`src/rtl/muldiv_pkg.sv`:
```
// Shared types and constants for the iterative multiply/divide sequencer.
// The PRE/POST states are only reachable when SIGNED_MULDIV_EN is defined.
package muldiv_pkg;

    typedef enum logic [2:0] {
        S_IDLE  = 3'd0,
        S_MUL   = 3'd1,
        S_DIV   = 3'd2,
        S_DZERO = 3'd3,
        S_FIN   = 3'd4,
        S_PRE   = 3'd5,
        S_POST  = 3'd6
    } state_t;

    localparam logic [1:0] OP_MULTU = 2'b00;
    localparam logic [1:0] OP_DIVU  = 2'b01;
    localparam logic [1:0] OP_MULT  = 2'b10;
    localparam logic [1:0] OP_DIV   = 2'b11;

    localparam logic [2:0] ALU_ADD = 3'b010;
    localparam logic [2:0] ALU_SUB = 3'b110;
    localparam logic [2:0] ALU_SLT = 3'b111;

endpackage

```
`src/rtl/muldiv_iter_ctr.sv`:
```
// Iteration counter: loads the iteration count, counts down once per
// iteration and flags the last iteration (count == 1).
module muldiv_iter_ctr #(
    parameter int CNT_W = 6
) (
    input  logic             clk,
    input  logic             rst_n,
    input  logic             i_load,
    input  logic [CNT_W-1:0] i_load_val,
    input  logic             i_dec,
    output logic             o_tc
);

    logic [CNT_W-1:0] r_count;

    always_ff @(posedge clk or negedge rst_n) begin
        if (!rst_n) begin
            r_count <= '0;
        end else if (i_load) begin
            r_count <= i_load_val;
        end else if (i_dec && (r_count != '0)) begin
            r_count <= r_count - CNT_W'(1);
        end
    end

    assign o_tc = (r_count == CNT_W'(1));

endmodule

```
`src/rtl/mul_div_sequencer.sv`:
```
// Iterative MULTU/DIVU engine that borrows the EX-stage ALU while busy.
// Define SIGNED_MULDIV_EN to enable MULT/DIV via operand/result sign fix-up cycles.
module mul_div_sequencer
    import muldiv_pkg::*;
#(
    parameter int WIDTH = 32,
    parameter int CNT_W = 6
) (
    input  logic             clk,
    input  logic             rst_n,
    input  logic             start,
    input  logic [1:0]       op,
    input  logic [WIDTH-1:0] rs_val,
    input  logic [WIDTH-1:0] rt_val,
    input  logic             ex_uses_alu,
    input  logic             ex_reads_hilo,
    input  logic [WIDTH-1:0] alu_res,
    output logic             alu_own,
    output logic [WIDTH-1:0] alu_a,
    output logic [WIDTH-1:0] alu_b,
    output logic [2:0]       alu_op,
    output logic             busy,
    output logic             done,
    output logic             stall,
    output logic [WIDTH-1:0] hi,
    output logic [WIDTH-1:0] lo
);

    state_t           r_state, w_state_next;
    logic [WIDTH-1:0] r_rs, r_rt, r_acc_hi, r_acc_lo, r_hi, r_lo;
    logic             r_is_div;
    logic [WIDTH-1:0] w_acc_hi_next, w_acc_lo_next, w_hi_next, w_lo_next, w_rem_sh;
    logic             w_hilo_we, w_ctr_dec, w_tc, w_carry, w_take, w_accept, w_need_post;

    assign w_accept = (r_state == S_IDLE) && start;
    // Remainder after shifting {rem,quo} left by one; the bit shifted out is r_acc_hi[MSB].
    assign w_rem_sh = {r_acc_hi[WIDTH-2:0], r_acc_lo[WIDTH-1]};

`ifdef SIGNED_MULDIV_EN
    logic r_pre_a, r_pre_b, r_post_lo, r_post_hi;
    logic w_neg_rs, w_neg_rt;

    assign w_neg_rs    = op[1] & rs_val[WIDTH-1];
    assign w_neg_rt    = op[1] & rt_val[WIDTH-1];
    assign w_need_post = r_post_lo | r_post_hi;

    always_ff @(posedge clk or negedge rst_n) begin
        if (!rst_n) begin
            r_pre_a   <= 1'b0;
            r_pre_b   <= 1'b0;
            r_post_lo <= 1'b0;
            r_post_hi <= 1'b0;
        end else if (w_accept) begin
            r_pre_a   <= w_neg_rs;
            r_pre_b   <= w_neg_rt;
            r_post_lo <= w_neg_rs ^ w_neg_rt;
            r_post_hi <= op[0] ? w_neg_rs : (w_neg_rs ^ w_neg_rt);
        end else if (r_state == S_PRE) begin
            if (r_pre_a) r_pre_a <= 1'b0;
            else         r_pre_b <= 1'b0;
        end else if (r_state == S_POST) begin
            if (r_post_lo) r_post_lo <= 1'b0;
            else           r_post_hi <= 1'b0;
        end
    end
`else
    logic w_unused_op;
    assign w_unused_op = op[1];
    assign w_need_post = 1'b0;
`endif

    muldiv_iter_ctr #(.CNT_W(CNT_W)) u_iter_ctr (
        .clk        (clk),
        .rst_n      (rst_n),
        .i_load     (w_accept),
        .i_load_val (CNT_W'(WIDTH)),
        .i_dec      (w_ctr_dec),
        .o_tc       (w_tc)
    );

    always_comb begin
        w_state_next  = r_state;
        alu_own       = 1'b0;
        alu_a         = '0;
        alu_b         = '0;
        alu_op        = ALU_ADD;
        w_acc_hi_next = r_acc_hi;
        w_acc_lo_next = r_acc_lo;
        w_hilo_we     = 1'b0;
        w_hi_next     = r_acc_hi;
        w_lo_next     = r_acc_lo;
        w_ctr_dec     = 1'b0;
        w_carry       = 1'b0;
        w_take        = 1'b0;

        case (r_state)
            S_IDLE: begin
                if (start) begin
                    if (op[0] && (rt_val == '0))
                        w_state_next = S_DZERO;
`ifdef SIGNED_MULDIV_EN
                    else if (w_neg_rs || w_neg_rt)
                        w_state_next = S_PRE;
`endif
                    else if (op[0])
                        w_state_next = S_DIV;
                    else
                        w_state_next = S_MUL;
                end
            end
            S_MUL: begin
                alu_own       = 1'b1;
                alu_a         = r_acc_hi;
                alu_b         = r_acc_lo[0] ? r_rs : '0;
                w_carry       = (alu_res < r_acc_hi);
                w_acc_hi_next = {w_carry, alu_res[WIDTH-1:1]};
                w_acc_lo_next = {alu_res[0], r_acc_lo[WIDTH-1:1]};
                w_ctr_dec     = 1'b1;
            end
            S_DIV: begin
                alu_own       = 1'b1;
                alu_a         = w_rem_sh;
                alu_b         = r_rt;
                alu_op        = ALU_SUB;
                w_take        = r_acc_hi[WIDTH-1] | (w_rem_sh >= r_rt);
                w_acc_hi_next = w_take ? alu_res : w_rem_sh;
                w_acc_lo_next = {r_acc_lo[WIDTH-2:0], w_take};
                w_ctr_dec     = 1'b1;
            end
            S_DZERO: begin
                w_state_next = S_FIN;
                w_hilo_we    = 1'b1;
                w_hi_next    = r_rs;
                w_lo_next    = '1;
            end
            S_FIN: begin
                w_state_next = S_IDLE;
            end
`ifdef SIGNED_MULDIV_EN
            S_PRE: begin
                // Negate one operand per cycle (0 - x); the accumulator holds the
                // multiplier or dividend, so it is refreshed alongside.
                alu_own = 1'b1;
                alu_op  = ALU_SUB;
                alu_b   = r_pre_a ? r_rs : r_rt;
                if (r_pre_a ? r_is_div : !r_is_div)
                    w_acc_lo_next = alu_res;
                if (!(r_pre_a && r_pre_b))
                    w_state_next = r_is_div ? S_DIV : S_MUL;
            end
            S_POST: begin
                alu_own = 1'b1;
                alu_op  = ALU_SUB;
                if (r_post_lo) begin
                    alu_b         = r_acc_lo;
                    w_acc_lo_next = alu_res;
                end else begin
                    // 64-bit negate upper half: ~hi when the low half was nonzero, else 0 - hi.
                    alu_a         = (!r_is_div && (r_acc_lo != '0)) ? '1 : '0;
                    alu_b         = r_acc_hi;
                    w_acc_hi_next = alu_res;
                end
                if (!(r_post_lo && r_post_hi)) begin
                    w_state_next = S_FIN;
                    w_hilo_we    = 1'b1;
                    w_hi_next    = w_acc_hi_next;
                    w_lo_next    = w_acc_lo_next;
                end
            end
`endif
            default: begin
                w_state_next = S_IDLE;
            end
        endcase

        if (w_ctr_dec && w_tc) begin
            if (w_need_post) begin
                w_state_next = S_POST;
            end else begin
                w_state_next = S_FIN;
                w_hilo_we    = 1'b1;
                w_hi_next    = w_acc_hi_next;
                w_lo_next    = w_acc_lo_next;
            end
        end
    end

    always_ff @(posedge clk or negedge rst_n) begin
        if (!rst_n) begin
            r_state  <= S_IDLE;
            r_rs     <= '0;
            r_rt     <= '0;
            r_is_div <= 1'b0;
            r_acc_hi <= '0;
            r_acc_lo <= '0;
            r_hi     <= '0;
            r_lo     <= '0;
        end else begin
            r_state <= w_state_next;
            if (w_accept) begin
                r_rs     <= rs_val;
                r_rt     <= rt_val;
                r_is_div <= op[0];
                r_acc_hi <= '0;
                r_acc_lo <= op[0] ? rs_val : rt_val;
            end else begin
                r_acc_hi <= w_acc_hi_next;
                r_acc_lo <= w_acc_lo_next;
`ifdef SIGNED_MULDIV_EN
                if (r_state == S_PRE) begin
                    if (r_pre_a) r_rs <= alu_res;
                    else         r_rt <= alu_res;
                end
`endif
            end
            if (w_hilo_we) begin
                r_hi <= w_hi_next;
                r_lo <= w_lo_next;
            end
        end
    end

    assign busy  = (r_state != S_IDLE);
    assign done  = (r_state == S_FIN);
    assign stall = busy & (ex_uses_alu | ex_reads_hilo);
    assign hi    = r_hi;
    assign lo    = r_lo;

endmodule

```
`config.mk`:
```
export PLATFORM = sky130hd
export DESIGN_NAME = mul_div_sequencer
export DESIGN_NICKNAME = d
export VERILOG_FILES = /design/src/rtl/muldiv_pkg.sv /design/src/rtl/muldiv_iter_ctr.sv /design/src/rtl/mul_div_sequencer.sv
export SDC_FILE = /design/constraint.sdc
export NUM_CORES = 1
export LEC_CHECK = 0
export ABC_CLOCK_PERIOD_IN_PS = 2700
export BUFFER_PORTS_ARGS = -buffer_cell sky130_fd_sc_hd__buf_2
export CAP_MARGIN = 5
export CORE_MARGIN = 2
export CORE_UTILIZATION = 45
export DETAILED_ROUTE_END_ITERATION = 8
export PLACE_DENSITY = 0.69
export SYNTH_ARGS = -nofsm -noshare
export SYNTH_HDL_FRONTEND = slang
export SYNTH_HIERARCHICAL = 1
export SYNTH_SLANG_ARGS = --single-unit
```
`constraint.sdc`:
```
create_clock -name clk -period 2.7 [get_ports clk]
set_clock_uncertainty 0.2 [all_clocks]
set_input_delay 0.54 -clock clk [delete_from_list [all_inputs] [get_ports clk]]
set_output_delay 0.54 -clock clk [all_outputs]
set_load 0.01 [all_outputs]
```
==> results.md, run 1 <==
- Layout Nets: 1,798
- Grt met1 use: 0.377
- Wire per inst: 20.9 um
- Area of the multi-input gates: 0.00632 sq mm
- Fin. Hold Viols: 0
- Die H: 165 um
- Post-Place Cell Area: 0.0135 sq mm
- Worst-margin pin slew: 851 ps
- DRT Pass-1 Iters: 5
- Layout Cells excl Fill: 1,976
- Most numerous cell in the Yosys netlist: nand2_1
- Clk slew on worst S/H paths: 60 ps
- Synthesis Warnings: 6
- Port bufs: 234
- DRT iter0 DRCs: 1,144
- Critical Path Start Type: flip-flop
- Final WS setup: -35.7 ps
- CTS tree: built
- GRT Total Usage: 0.290
- Slowest-stage cell, CP: dfrtp_2
- Max-slew headroom at the worst pin: 0.433
- # DRC: 0
- Total negative slack: -197 ps
- CP arrival: 2000 ps
- Synthesized area per cell: 8.51 sq um
- Fin crit period: 2740 ps
- Num ports: 238
- DIE WIDTH: 165 um
- Worst min path class: in2reg
- Grt ovf: 0
- Die ar.: 0.0272 sq mm
- Final GP Congestion: 0.868
- Top post-synthesis cells by count: nand2_1 (378), dfrtp_1 (201), o21ai_0 (105)
- Fmax: 366 MHz
- Failing checks: setup timing
- Initial Util: 0.461
- Crit path cell chain: nor3b_4 -> and2_4 -> clkbuf_16 -> a22o_1 -> buf_2
- Post-synthesis cell type count: 53
- Final period util: 1.01
- GR Util met2: 0.485
- Placed insts: 1,895
- DP HPWL: 27.2 mm
- Synthesized area: 0.0116 sq mm
- Main flop type after synthesis: dfrtp_1
- Row count: 58
- Most used routing layer: met2
- Cells after Synth: 1,367
- Worst Setup Path Type: reg2out
- CTS max path bufs: 3
- DRT antenna net count: 0
- Clock net sink count: 201
- Final setup vio count: 12
- Status: finished with violations
- Core area: 0.0253 sq mm
- Dominant cell type by area after synthesis: dfrtp_1
- Worst vdd ir: 0.606 mV
- Fill count: 2,208
- RSZ-0062 raised after global routing: true
- CP max FO: 8
- CP Data Required Time: 1960 ps
- Final Cell Area: 0.0153 sq mm
- Area grow syn2layout: 31.6%
- Layout cell share with drive strength beyond 1: 0.278
- Initial antenna violation count: 2
- First-pass GRT wire length: 61.4 mm
- M3 GR Usage: 0.0505
- Vias in the first global route: 11,000
- Max-cap violation count: 0
- Later-pin clock latency in the skew report: 520 ps
- Power Density: 1250 mW/mm^2
- LEAKAGE: 7.20 nW
- CP peak stage delay: 440 ps
- Crit end category: output pin
- Register Area: 0.00503 sq mm
- Cts bufs inserted: 24
- Number of synthesized flops with an enable pin: 0
- H-tree depth: 1
- Sequential area share after synthesis: 0.432
- Root buffer cell: clkbuf_16
- Ys async rst share: 1.00
- Largest net degree at the start of global routing: 97
- Yosys top cell area share: 0.432
- Seq cells post-synth: 201
- Post-Route WL: 41.4 mm
- Fin. max-slew vios: 0
- Vias per cell: 5.98
- Vias: 11,800
- Largest cells by area after synthesis: dfrtp_1 (43%), nand2_1 (12%), ha_1 (7.1%)
[metrics by stage]
stage | util | power (W) | setup WS, ps | hold WS [ps]
after floorplan | - | 0.0106 | 74.1 | 44.4
after global routing | 0.606 | 0.0204 | -83.1 | 40.3
final | 0.607 | 0.0192 | -35.7 | 22.9
after detailed placement | 0.533 | 0.0138 | -191 | 297
after CTS | 0.583 | 0.0181 | -9.12 | 16.6
after global placement | 0.533 | 0.0136 | -109 | 294
[layout by cell type (no fill, tap or decap), drive strengths merged, types with 3 or more instances in the layout]
cell type and instances:
nand2 378, a22oi 64, nor2 17, bufbuf 3
inv 72, clkinv 4, dfrtp 201, buf 321
nor3b 6, ha 66, nand4 8, a22o 32
a21o 8, nor3 6, nor2b 33, a211oi 34
mux2 32, clkbuf 44, o21ai 105, and4 4
a31oi 34, o31ai 4, conb 8, a32oi 31
a21oi 90, nor4 8
[layout make-up]
type                    instances  share of cell area
repair buffers                332               0.163
multi-input cells             998               0.412
flip-flops and latches        201               0.329
well taps                     330              0.0270
diodes                          1            0.000163
clock buffers                  37              0.0470
inverters                      72              0.0178
clock inverters                 5             0.00400
[flip-flops by register name (all words and copies together), names as in the netlist]
register	cells
hi	32
lo	32
r_acc_hi	32
r_acc_lo	32
r_rs	32
r_rt	32
r_state	3
u_iter_ctr/r_count	6
[kinds of logic after synthesis]
kind of cell             count (synthesis)  synth area share
flip-flops                             201             0.432
buffers and inverters                  174            0.0592
other                                    2          0.000645
AND/OR/NAND/NOR                        473             0.172
multiplexers                            33            0.0318
AO/OA/AOI/OAI                          418             0.233
adder cells (fa/ha/maj)                 66            0.0710
[report_power, final]
part | leakage [nW] | switching (W) | internal (W)
clock | 0.386 | 0.00133 | 0.00192
combinational | 4.43 | 0.00566 | 0.00467
sequential | 2.38 | 0.00115 | 0.00444
total | 7.20 | 0.00814 | 0.0110
[worst max-delay path, delay by kind of cell (launching register included)]
| family | cells | cell delay (ps) |
|---|---|---|
| buf+inv | 2 | 320 |
| compound gates | 1 | 170 |
| flops | 1 | 440 |
| simple gates | 2 | 530 |
[timing repair]
item / 4_1_cts / 5_1_grt
hold endpoints to repair: 68 / 0
hold buffers: 1 / 0
setup endpoints to repair: 130 / 113
cloned: 7 / 6
buffers inserted: 6 / 19
gates resized for setup: 50 / 74
pin swaps: 14 / 25
[layer usage]
| metal | vias up | routed length [um] |
|---|---|---|
| met4 | 4 | 1620 |
| met2 | 598 | 19600 |
| met3 | 108 | 3560 |
| li1 | 5360 | - |
| met1 | 5743 | 16500 |
| met5 | - | 21 |
[final timing paths]
check / end / slack [ps] / depth (start not counted) / startpoint
worst max-delay path: alu_b[16] / -40 / 5 / r_state[1]
worst min-delay path: r_rs[27] / 20 / 3 / rs_val[27]
worst max register to register: hi[29] / 20 / 11 / r_rt[3]
worst min register to register: lo[21] / 310 / 2 / lo[21]
max in group asynchronous: r_acc_hi[1] / 1120 / 3 / rst_n
min in group asynchronous: lo[6] / 430 / 2 / rst_n
Note: power is estimated with default switching activity, not from simulation.
==> run 2, diff against run 1 <==
Settings changed: PLACE_DENSITY 0.69 to 0.71.
==> results.md, run 2 (synthesis results as in run 1) <==
- Root buffer cell: clkbuf_16
- R2R Path End: hi[7]
- R2R cell count: 10 (-1)
- Worst Setup Path Type: reg2out
- GRT Total Usage: 0.278 (-0.0115)
- Die ar.: 0.0272 sq mm (unchanged)
- Grt ovf: 0 (unchanged)
- RSZ-0062 raised after global routing: true
- Switching share of power: 0.424 (-0.000830)
- Total Power: 0.0188 W (-1.8%)
- Failing checks: setup timing
- Commonest cells after routing, fill and taps aside: nand2_1 (373), buf_2 (225), dfrtp_1 (198), o21ai_0 (102), a21oi_1 (71)
- CP arrival: 2010 ps (about the same)
- # DRC: 0 (unchanged)
- Largest net degree at the start of global routing: 66 (-32%)
- Comb pwr share: 0.530 (-0.009)
- CTS tree: built
- Core area: 0.0253 sq mm (unchanged)
- Vias per cell: 5.94 (-0.66%)
- Later-pin clock latency in the skew report: 520 ps (about the same)
- Hold depth: 3 (unchanged)
- Final GP Congestion: 0.906 (+4.4%)
- Fin crit period: 2750 ps (+15.3 ps)
- Clock net sink count: 201 (unchanged)
- Register Area: 0.00503 sq mm (unchanged)
- Row count: 58 (unchanged)
- Worst vdd ir: 0.636 mV (+5.1%)
- Psw: 0.00798 W (-2.0%)
- CP Data Required Time: 1960 ps (about the same)
- CTS max path bufs: 3 (unchanged)
- Layout cell share with drive strength beyond 1: 0.284 (+0.00582)
- FF-to-FF setup slack: -30 ps (-50 ps)
- DRT iter0 DRCs: 1,154 (+0.87%)
- Final WS setup: -51.0 ps (-15.3 ps)
- Num ports: 238 (unchanged)
- Wire per inst: 20.4 um (-2.6%)
- Post-place setup slack: -199 ps (-8.23 ps)
- Power Density: 1240 mW/mm^2 (-0.83%)
- Worst setup path startpoint: r_state[1]
- Vias: 11,700 (-0.71%)
- Crit end category: output pin
- Vias in the first global route: 11,000 (+0.68%)
- DIE WIDTH: 165 um (unchanged)
- DRT antenna net count: 0 (unchanged)
- Clock power share: 0.177 (+0.007)
- Fmax: 364 MHz (-0.56%)
- Fin. max-slew vios: 0 (unchanged)
- Initial antenna violation count: 2 (unchanged)
- Worst Setup EP: alu_a[12]
- Worst-margin pin slew: 911 ps (+60.8 ps)
- Critical Path Start Type: flip-flop
- Max-slew headroom at the worst pin: 0.392 (-0.0412)
- Post-Route WL: 40.3 mm (-2.7%)
- Worst min path class: in2reg
- Fin. Hold Viols: 0 (unchanged)
- Cts bufs inserted: 24 (unchanged)
- Initial Util: 0.461 (unchanged)
- Fill count: 2,230 (+1.0%)
- Sequential cell fraction of total power: 0.294 (+0.002)
- DP HPWL: 27.3 mm (+0.66%)
- Final core utilization: 0.600 (-0.00614)
- H-tree depth: 1 (unchanged)
- Area of the multi-input gates: 0.00635 sq mm (+0.52%)
- Layout Nets: 1,796 (-0.11%)
- Die H: 165 um (unchanged)
- Commonest non-fill, non-tap cell in the layout: nand2_1
- Max-cap violation count: 0 (unchanged)
- CP max FO: 48 (+40)
- Status: finished with violations
- Area grow syn2layout: 30.3%
- LEAKAGE: 7.14 nW (-0.77%)
- Final setup vio count: 28 (+16)
- Port bufs: 234 (unchanged)
- Clk slew on worst S/H paths: 60 ps (about the same)
- R2r startpoint: r_rt[22]
- First-pass GRT wire length: 59.4 mm (-3.3%)
- Cell-internal power: 0.0108 W (-1.7%)
- Final period util: 1.02 (+0.00568)
- DRT Pass-1 Iters: 5 (unchanged)
run 2: routing by layer:
| metal | up-vias | wire, um | global-route usage | part of all wire |
|---|---|---|---|---|
| li1 | 5353 | - | - | - |
| met1 | 5734 | 16200 | 0.356 | 0.40 |
| met2 | 538 | 19500 | 0.472 | 0.48 |
| met3 | 102 | 3220 | 0.0522 | 0.080 |
| met4 | 2 | 1370 | 0.0980 | 0.034 |
| met5 | - | 7 | 0 | 0.00017 |
run 2: area by class of cell:
class	instances	area share
Tap cell	330	0.0272
Clock buffer	36	0.0479
Inverter	72	0.0180
Antenna cell	2	0.000330
Clock inverter	6	0.00553
Multi-Input combinational cell	998	0.419
Sequential cell	201	0.332
Timing Repair Buffer	330	0.150
run 2: repair_timing:
| item | 4_1_cts | 5_1_grt |
|---|---|---|
| endpoints found under the hold margin | 55 | 0 |
| buffers inserted | 9 | 8 |
| hold buffers | 1 | 0 |
| gates resized for setup | 37 | 88 |
| gates cloned | 3 | 4 |
| setup endpoints to repair | 131 | 125 |
| pin swaps | 14 | 34 |
run 2: power by group through the flow:
stage | registers (W) | clock network [W] | logic (W)
3_5_place_dp | 0.00550 | 0 | 0.00838
3_3_place_gp | 0.00546 | 0 | 0.00817
4_1_cts | 0.00547 | 0.00335 | 0.00889
6_report | 0.00553 | 0.00332 | 0.00997
2_1_floorplan | 0.00546 | 0 | 0.00515
5_1_grt | 0.00566 | 0.00346 | 0.0108
run 2: how the worst min path moves through the flow:
stage | to | startpoint | slack (ps)
after CTS | r_rs[26] | rs_val[26] | 30
after detailed placement | lo[24] | lo[24] | 300
after global placement | r_rs[31] | r_rs[31] | 300
after floorplan | hi[0] | rst_n | 40
after global routing | r_rs[5] | rs_val[5] | 50
final | r_rs[31] | rs_val[31] | 30
run 2: through the flow:
stage / instances / TNS (ps) / instance area (sq um) / hold WS, ps
final: 1975 / -427 / 15200 / 34.6
after global routing: 1974 / -3790 / 15200 / 46.4
after CTS: 1961 / -307 / 14600 / 27.3
after detailed placement: 1906 / -7300 / 13600 / 296
after global placement: 1906 / -2440 / 13600 / 295
after floorplan: 1373 / 0 / 11700 / 44.4
run 2: critical path, cell delays in order (launching register included):
cell and delay (ps):
dfrtp_2 440, nor3b_4 290, buf_8 320, nand2_1 150, nand2_1 120, buf_2 140
==> run 3, diff against run 2 <==
Settings changed: SYNTH_HIERARCHICAL 1 to default.
==> results.md, run 3 <==
- CTS tree: built
- Layout cell share with drive strength beyond 1: 0.395 (+0.111)
- Worst Setup Path Type: reg2out
- Main flop type after synthesis: dfrtp_1
- DIE WIDTH: 164 um (-0.46%)
- Final core utilization: 0.641 (+0.0405)
- Fill count: 1,971 (-12%)
- DP HPWL: 27.5 mm (+0.72%)
- Vias in the first global route: 10,700 (-2.9%)
- Max-cap violation count: 0 (unchanged)
- Worst-margin pin slew: 722 ps (-189 ps)
- Sequential area share after synthesis: 0.436 (+0.00413)
- WHS: 32.1 ps (-2.41 ps)
- Yosys top cell area share: 0.436 (+0.00413)
- Post-place setup slack: -263 ps (-63.5 ps)
- Synthesis Warnings: 0 (-6)
- Ys async rst share: 1.00 (unchanged)
- Synthesized area per cell: 9.23 sq um (+8.4%)
- R2r startpoint: r_acc_lo[31]
- CP arrival: 2110 ps (+100 ps)
- Critical Path Start Type: flip-flop
- Total Power: 0.0120 W (-37%)
- Commonest cells after routing, fill and taps aside: nand2_1 (246), buf_2 (207), dfrtp_1 (196), buf_4 (106), o21ai_0 (97)
- CTS max path bufs: 3 (unchanged)
- Fin crit period: 2850 ps (+101 ps)
- Port bufs: 234 (unchanged)
- Die ar.: 0.0269 sq mm (-0.93%)
- Fin. Hold Viols: 0 (unchanged)
- Post-Route WL: 43.9 mm (+9.1%)
- Layout Nets: 1,718 (-4.3%)
- Final WS setup: -152 ps (-101 ps)
- Crit end category: output pin
- Status: finished with violations
- Initial antenna violation count: 5 (+3)
- Post-synthesis cell type count: 58 (+9.4%)
- Power Density: 740 mW/mm^2 (-40%)
- CP Data Required Time: 1960 ps (about the same)
- FF-to-FF setup slack: -60 ps (-30 ps)
- Fmax: 351 MHz (-3.5%)
- Worst Setup EP: alu_b[18]
- H-tree depth: 1 (unchanged)
- # DRC: 0 (unchanged)
- Worst min path class: in2reg
- Commonest non-fill, non-tap cell in the layout: nand2_1
- Most numerous cell in the Yosys netlist: nand2_1
- Max-slew headroom at the worst pin: 0.519 (+0.127)
- Vias: 11,600 (-0.77%)
- Top post-synthesis cells by count: nand2_1 (249), dfrtp_1 (201), o21ai_0 (159)
- CP max FO: 8 (-83%)
- Final GP Congestion: 0.907 (+0.12%)
- DRT antenna net count: 0 (unchanged)
- Row count: 58 (unchanged)
- Synthesized area: 0.0115 sq mm (-0.95%)
- Number of synthesized flops with an enable pin: 0 (unchanged)
- First-pass GRT wire length: 61.0 mm (+2.7%)
- Final period util: 1.06 (+0.0375)
- Largest cells by area after synthesis: dfrtp_1 (44%), nand2_1 (8.1%), ha_1 (7.1%)
- Initial Util: 0.458 (-0.00304)
- Dominant cell type by area after synthesis: dfrtp_1
- Clk slew on worst S/H paths: 60 ps (about the same)
- R2R cell count: 10 (unchanged)
- Vias per cell: 6.12 (+3.1%)
- Mapped Nets: 1,417
- Failing checks: setup timing
- Final setup vio count: 100 (+260%)
- DRT Pass-1 Iters: 5 (unchanged)
- Seq cells post-synth: 201 (unchanged)
- Cells after Synth: 1,249 (-8.6%)
- Later-pin clock latency in the skew report: 520 ps (about the same)
- Num ports: 238 (unchanged)
- Area grow syn2layout: 40.0%
- Largest net degree at the start of global routing: 67 (+1.5%)
- Cts bufs inserted: 22 (-8.3%)
- Grt ovf: 0 (unchanged)
- RSZ-0062 raised after global routing: true
- Fin. max-slew vios: 0 (unchanged)
- Worst setup path startpoint: r_state[2]
- DRT iter0 DRCs: 1,118 (-3.1%)
- R2R Path End: r_acc_hi[18]
- Clock net sink count: 201 (unchanged)
- Wire per inst: 23.1 um (+13%)
- GRT Total Usage: 0.293 (+0.0149)
- LEAKAGE: 7.12 nW (-0.26%)
- Core area: 0.0252 sq mm (-0.29%)
- Die H: 164 um (-0.46%)
- Worst vdd ir: 0.503 mV (-21%)
- Root buffer cell: clkbuf_16
## run 3: cell count changes in the layout (fill, tap and decap cells not counted), sizes merged, moves of 6 or more
cell,previous run,this run
a21oi,90,25
a22o,32,2
a22oi,64,94
a32oi,31,0
buf,325,362
conb,8,2
mux2,32,1
mux2i,1,34
nand2,378,250
o21ai,105,165
o221ai,0,32
o22ai,0,31
## run 3: per-stage QoR
step | cell area [sq um] | std cells | setup TNS [ps]
CTS | 14700 | 1859 | -2140
finish | 16100 | 1901 | -6860
global route | 16100 | 1900 | -11180
global placement | 13500 | 1807 | -1510
floorplan | 11500 | 1249 | 0
detailed placement | 13500 | 1807 | -3620
## run 3: layout make-up
cell class | count | area (sq um) | area share
Sequential cell | 201 | 5040 | 0.312
Tap cell | 330 | 413 | 0.0256
Antenna cell | 6 | 15.0 | 0.000930
Inverter | 69 | 264 | 0.0164
Timing Repair Buffer | 374 | 2860 | 0.177
Clock buffer | 29 | 638 | 0.0395
Clock inverter | 10 | 105 | 0.00651
Multi-Input combinational cell | 882 | 6810 | 0.422
## run 3: critical path, stage by stage, from the launching register on
cell and delay (ps):
dfrtp_2 460, or3b_4 570, clkbuf_16 240, o21ai_4 170, buf_2 160
## run 3: routing by layer
layer	track usage	vias up	routed length [um]
li1	-	5149	-
met2	0.450	742	20000
met1	0.419	5598	17300
met4	0.114	2	2210
met3	0.0432	148	4380
met5	0	-	9
## run 3: how the worst min path moves through the flow
stage                    start  slack (ps)  cells past startpoint  endpoint
floorplan                rst_n          40                      0     hi[0]
global placement         hi[0]         290                      2     hi[0]
detailed placement       hi[5]         290                      2     hi[5]
CTS                 rs_val[13]          20                      3  r_rs[13]
global route         rs_val[6]          40                      3   r_rs[6]
finish              rs_val[13]          30                      3  r_rs[13]
## run 3: cells by family (layout without fill, tap and decap cells)
group	count (synthesis)	count (layout)	synth area share
fa+ha+maj	65	65	0.0706
other cells	2	8	0.000652
mux	35	35	0.0305
xor+xnor	4	4	0.00304
compound gates	435	435	0.265
flops	201	201	0.436
buf+inv	167	482	0.0647
simple gates	340	341	0.130
## run 3: repair_timing
item | 4_1_cts | 5_1_grt
cloned | 4 | 12
pin swaps | 4 | 12
setup endpoints to repair | 124 | 131
setup buffers | 8 | 26
endpoints found under the hold margin | 61 | 0
hold buffers | 1 | 0
resized for setup | 108 | 192
## run 3: where the power goes
group | switching (W) | internal, W | total, W
clock | 0.00128 | 0.00185 | 0.00313
sequential | 0.000472 | 0.00351 | 0.00398
combinational | 0.00244 | 0.00240 | 0.00484
